**config.mk**
```make
export PLATFORM = sky130hd
export DESIGN_NAME = sram_controller_flat
export DESIGN_NICKNAME = d
export VERILOG_FILES = /design/src/rtl/sram_controller_if.sv /design/src/rtl/sram_controller.sv /design/src/flat_wrapper.sv
export SDC_FILE = /design/constraint.sdc
export NUM_CORES = 1
export LEC_CHECK = 0
export ABC_CLOCK_PERIOD_IN_PS = 1650
export CAP_MARGIN = 20
export CORE_MARGIN = 4
export CORE_UTILIZATION = 38
export CTS_CLUSTER_SIZE = 16
export DETAILED_ROUTE_END_ITERATION = 12
export GPL_TIMING_DRIVEN = 0
export PLACE_DENSITY = 0.72
export SYNTH_ARGS = -nofsm -noshare
export SYNTH_HDL_FRONTEND = slang
export SYNTH_SLANG_ARGS = --single-unit
```
**constraint.sdc**
```tcl
create_clock -name clk -period 1.65 [get_ports clk]
set_input_delay 0.165 -clock clk [delete_from_list [all_inputs] [get_ports clk]]
set_output_delay 0.165 -clock clk [all_outputs]
set_load 0.01 [all_outputs]
```
**src/rtl/sram_controller_if.sv**
```systemverilog
// rtl/sram_controller_if.sv - memory-stage request/response bus for the SRAM controller
interface sram_controller_if;
  logic        wr_en;
  logic        rd_en;
  logic [31:0] address;
  logic [31:0] write_data;
  logic [31:0] read_data;
  logic        ready;

  modport master (
    output wr_en, rd_en, address, write_data,
    input  read_data, ready
  );

  modport slave (
    input  wr_en, rd_en, address, write_data,
    output read_data, ready
  );
endinterface

```
**src/rtl/sram_controller.sv**
```systemverilog
// rtl/sram_controller.sv - splits a 32-bit pipeline access into two 16-bit SRAM half accesses
module sram_controller #(
  parameter int unsigned BASE_ADDR   = 1024,
  parameter int unsigned WAIT_CYCLES = 1
) (
  input  logic               clk,
  input  logic               rst,
  sram_controller_if.slave   bus,
  output logic [17:0]        sram_addr,
  output logic [15:0]        sram_dq_out,
  input  logic [15:0]        sram_dq_in,
  output logic               sram_dq_oe,
  output logic               sram_we_n,
  output logic               sram_oe_n
);

  localparam logic [1:0] IDLE = 2'd0;
  localparam logic [1:0] LO   = 2'd1;
  localparam logic [1:0] HI   = 2'd2;
  localparam logic [1:0] DONE = 2'd3;

  localparam int unsigned CW = $clog2(WAIT_CYCLES + 2);
  localparam logic [CW-1:0] LAST = CW'(WAIT_CYCLES);

  logic [1:0]    state;
  logic [CW-1:0] cnt;
  logic          op_wr;
  logic [16:0]   word_q;
  logic [31:0]   data_q;
  logic [31:0]   rd_q;

  logic [31:0]   offset;
  logic          unused_offset_bits;
  logic          req;
  logic          active;
  logic          phase_end;

  // Unsigned wrap is intentional: addresses below BASE_ADDR land at the top of the word space.
  assign offset             = bus.address - 32'(BASE_ADDR);
  assign unused_offset_bits = ^{offset[31:19], offset[1:0]};
  assign req                = bus.wr_en | bus.rd_en;
  assign active             = (state == LO) || (state == HI);
  assign phase_end          = (cnt == LAST);

  always_ff @(posedge clk) begin
    if (rst) begin
      state  <= IDLE;
      cnt    <= '0;
      op_wr  <= 1'b0;
      word_q <= '0;
      data_q <= '0;
      rd_q   <= '0;
    end else begin
      case (state)
        IDLE: begin
          cnt <= '0;
          if (req) begin
            op_wr  <= bus.wr_en;
            word_q <= offset[18:2];
            data_q <= bus.write_data;
            state  <= LO;
          end
        end
        LO: begin
          if (phase_end) begin
            if (!op_wr) rd_q[15:0] <= sram_dq_in;
            state <= HI;
            cnt   <= '0;
          end else begin
            cnt <= cnt + 1'b1;
          end
        end
        HI: begin
          if (phase_end) begin
            if (!op_wr) rd_q[31:16] <= sram_dq_in;
            state <= DONE;
            cnt   <= '0;
          end else begin
            cnt <= cnt + 1'b1;
          end
        end
        DONE: begin
          // A request still held here belongs to the access just finished.
          state <= IDLE;
          cnt   <= '0;
        end
        default: begin
          state <= IDLE;
          cnt   <= '0;
        end
      endcase
    end
  end

  always_comb begin
    sram_addr   = 18'd0;
    sram_dq_out = 16'd0;
    sram_dq_oe  = 1'b0;
    sram_we_n   = 1'b1;
    sram_oe_n   = 1'b1;
    if (active) begin
      sram_addr  = {word_q, (state == HI)};
      sram_dq_oe = op_wr;
      sram_we_n  = !op_wr;
      sram_oe_n  = op_wr;
      if (op_wr) sram_dq_out = (state == HI) ? data_q[31:16] : data_q[15:0];
    end
  end

  assign bus.ready     = !(((state == IDLE) && req) || active);
  assign bus.read_data = rd_q;

endmodule

```
**src/flat_wrapper.sv**
```systemverilog
// flat-port wrapper written by rule: the top's interface ports become plain ports
module sram_controller_flat 
#(
  parameter int unsigned BASE_ADDR   = 1024,
  parameter int unsigned WAIT_CYCLES = 1
)
  (clk, rst, sram_addr, sram_dq_out, sram_dq_in, sram_dq_oe, sram_we_n, sram_oe_n, bus_wr_en, bus_rd_en, bus_address, bus_write_data, bus_read_data, bus_ready);
  sram_controller_if bus_i ();
  input  logic clk;
  input  logic rst;
  output logic [17:0] sram_addr;
  output logic [15:0] sram_dq_out;
  input  logic [15:0] sram_dq_in;
  output logic sram_dq_oe;
  output logic sram_we_n;
  output logic sram_oe_n;
  input wire logic [$bits(bus_i.wr_en)-1:0] bus_wr_en;
  input wire logic [$bits(bus_i.rd_en)-1:0] bus_rd_en;
  input wire logic [$bits(bus_i.address)-1:0] bus_address;
  input wire logic [$bits(bus_i.write_data)-1:0] bus_write_data;
  output wire logic [$bits(bus_i.read_data)-1:0] bus_read_data;
  output wire logic [$bits(bus_i.ready)-1:0] bus_ready;
  assign bus_i.wr_en = bus_wr_en;
  assign bus_i.rd_en = bus_rd_en;
  assign bus_i.address = bus_address;
  assign bus_i.write_data = bus_write_data;
  assign bus_read_data = bus_i.read_data;
  assign bus_ready = bus_i.ready;
  sram_controller #(.BASE_ADDR(BASE_ADDR), .WAIT_CYCLES(WAIT_CYCLES)) u_core (.clk(clk), .rst(rst), .bus(bus_i), .sram_addr(sram_addr), .sram_dq_out(sram_dq_out), .sram_dq_in(sram_dq_in), .sram_dq_oe(sram_dq_oe), .sram_we_n(sram_we_n), .sram_oe_n(sram_oe_n));
endmodule
```
==> results.md <==
* Outcome: complete, but fails checks
* Failing checks: setup timing
* CP required at 1480 ps
* Crit path kind: flip-flop to primary output
* Post-synthesis sequential area ratio at 48.8%
* # IOs at 154
* Synth async-reset ratio at 0%
* Syn Inst Count at 450
* Fin crit period at 1790 ps
* R2r setup slk at 50 ps
* Post-Route Utilization at 63.1%
* CTS max path bufs at 2
* Initial antenna violation count at 0
* Port buffer count at 138
* Cell variety after synth at 32
* First-pass GRT wire length at 17400 µm
* Initial Utilization at 39.7%
* Setup crit start kind: flip-flop
* Worst setup EP type: primary output
* Total gr overflow at 0
* Vias/cell at 4.96
* Wirelength per Cell at 14.9 µm
* Layout area overhead at 59.0%
* HP Class: input port to flip-flop
* Num CTS Buffers at 9
* Fin. Hold Viols at 0
* FILL cells at 798
* Most frequent cells in the layout: 146 x nand2_1, 100 x clkdlybuf4s50_1, 84 x dfxtp_1
* Clock Skew at 10.9 ps
* Synth Register Bits at 86
* Largest net degree at the start of global routing at 15
* EDFF count, synth at 0
* Dominant synthesized flop cell: dfxtp_1
* FMAX at 0.559 GHz
* Final Setup Violations at 32
* Final nets at 708
* Cell Count, Final, Fillers Out at 731
* Final setup margin at -138 ps
* Detailed router's first-iteration violation count at 102
* PD cells at 1300 mW/mm²
* Post-Syn Area at 0.00353 mm²
* Proportion of layout cells with a drive suffix above 1 at 19.7%
* Worst skew pair latency at 340 ps
* Worst Tran Pin Value at 520 ps
* Core box area at 0.00889 mm²
* Hold-critical path depth at 3
* Post-Route WL at 10900 µm
* Max-cap check violation count at 0
* Relative slew slack at 65.1%
* Die ar. at 0.0109 mm²
* Row cnt at 34
* IR drop worst, VDD at 779 µV
* Number of diodes at 0
* Clk slew on worst S/H paths at 80 ps
* Period utilisation layout at 108%
* RD Place Congestion at 0.839
* Critical Path Fanout Max at 5
* Chip width at 104 µm
* Lkg Pwr at 2.17 nW
* Final antenna-violating net count at 0
* Synth Area per Inst at 7.84 µm²
* Hold Buf Count CTS at 0
* R2R depth at 7
* Global Route Usage Sum at 19.5%
* RSZ-0062 raised after global routing: yes
* Drt pass-1 iters at 4
* Worst hold margin at 365 ps
* Root buffer cell: clkbuf_8
* Arrival @ worst endpoint at 1620 ps
* TritonCTS Sinks at 86
* Via Count at 3625
* Pwr Total at 0.00731 W
* Post-Syn Nets at 540
* # placed instances at 696
* Count of pins over their slew limit at 0
* Hpwl dp at 7990 µm
* CTS tree: yes
* Synth warn at 0
* Commonest non-fill, non-tap cell in the layout: nand2_1
* Vias in the first global route at 3527
* Die Ht at 104 µm
* DRC at 0
* H-Tree Depth at 3
==> critical path: stages (launching register included) <==
cell	delay, ps
dfxtp_4	360
buf_6	110
ha_4	150
buf_6	130
clkbuf_16	160
mux2i_2	140
nor2_2	90
buf_2	140
==> flip-flops by register name, indices dropped and copies added, names as in the netlist <==
register	flops
u_core.bus.read_data	32
u_core.cnt	2
u_core.data_q	32
u_core.op_wr	1
u_core.state	2
u_core.word_q	17
==> stage by stage <==
step | area (µm²) | setup slack [ps] | setup TNS (ps)
4_1_cts | 5430 | -145 | -2240
3_5_place_dp | 5040 | -637 | -34210
5_1_grt | 5610 | -226 | -5990
2_1_floorplan | 3530 | 42.3 | 0
3_3_place_gp | 5040 | -593 | -30620
6_report | 5610 | -138 | -3150
==> final timing paths <==
path,start,endpoint
worst max-delay path,u_core.state[1]$_SDFFE_PP0P_,sram_dq_out[13]
worst min-delay path,bus_write_data[19],u_core.data_q[19]$_SDFFE_PP0P_
worst max register to register,u_core.state[1]$_SDFFE_PP0P_,u_core.bus.read_data[5]$_SDFFE_PP0P_
worst min register to register,u_core.cnt[0]$_SDFF_PP0_,u_core.cnt[0]$_SDFF_PP0_
==> kinds of logic (layout without fill, tap and decap cells) <==
kind of cell,count (synthesis),after routing,synth area share (%)
XOR/XNOR,2,2,0.497
adder cells (fa/ha/maj),6,6,2.13
AO/OA/AOI/OAI,93,93,14.4
AND/OR/NAND/NOR,211,211,25.7
flip-flops,86,86,48.8
buffers and inverters,36,209,3.97
multiplexers,16,16,4.54
==> timing repair <==
action,CTS,global route
gates resized for setup,218,36
pin swaps,2,1
cloned,2,2
setup buffers,11,7
endpoints found under the setup margin,107,101
==> layout make-up <==
type | count | area [µm²] | share of cell area [%]
buffer | 27 | 220 | 3.93
clock buffer | 11 | 151 | 2.70
clock inverter | 5 | 57.6 | 1.03
inverter | 6 | 27.5 | 0.491
multi-input combinational | 328 | 1770 | 31.6
sequential | 86 | 1730 | 30.8
tap | 108 | 135 | 2.41
timing repair buffer | 160 | 1510 | 27.0
==> Yosys cell counts, drive strengths merged (2+ instances only) <==
cell	number	area share, %
dfxtp	86	49
buf	4	0.57
a311oi	2	0.50
nor4	2	0.35
a211oi	8	1.7
nand2	147	16
xnor2	2	0.50
a21oi	75	11
and3b	2	0.50
nor2	27	2.9
ha	6	2.1
nand4	2	0.35
or4	2	0.53
nor3b	4	0.85
inv	6	0.64
and2	17	3.0
mux2i	16	4.5
o21ai	2	0.28
clkbuf	26	2.8
o21bai	3	0.64
nand3b	2	0.43
==> report_power, final <==
part           switching (W)  internal (W)  total (W)
sequential          0.000237       0.00249    0.00272
clock               0.000743      0.000783    0.00153
combinational        0.00148       0.00158    0.00305
==> layer usage <==
layer	part of all wire, %	vias up	track usage (%)
met5	0	-	0
met4	1.8	0	6.93
met3	7.0	15	4.72
met2	47	141	31.8
met1	44	1650	25.1
li1	-	1819	-
No activity file was read; power rests on OpenSTA's default activity.
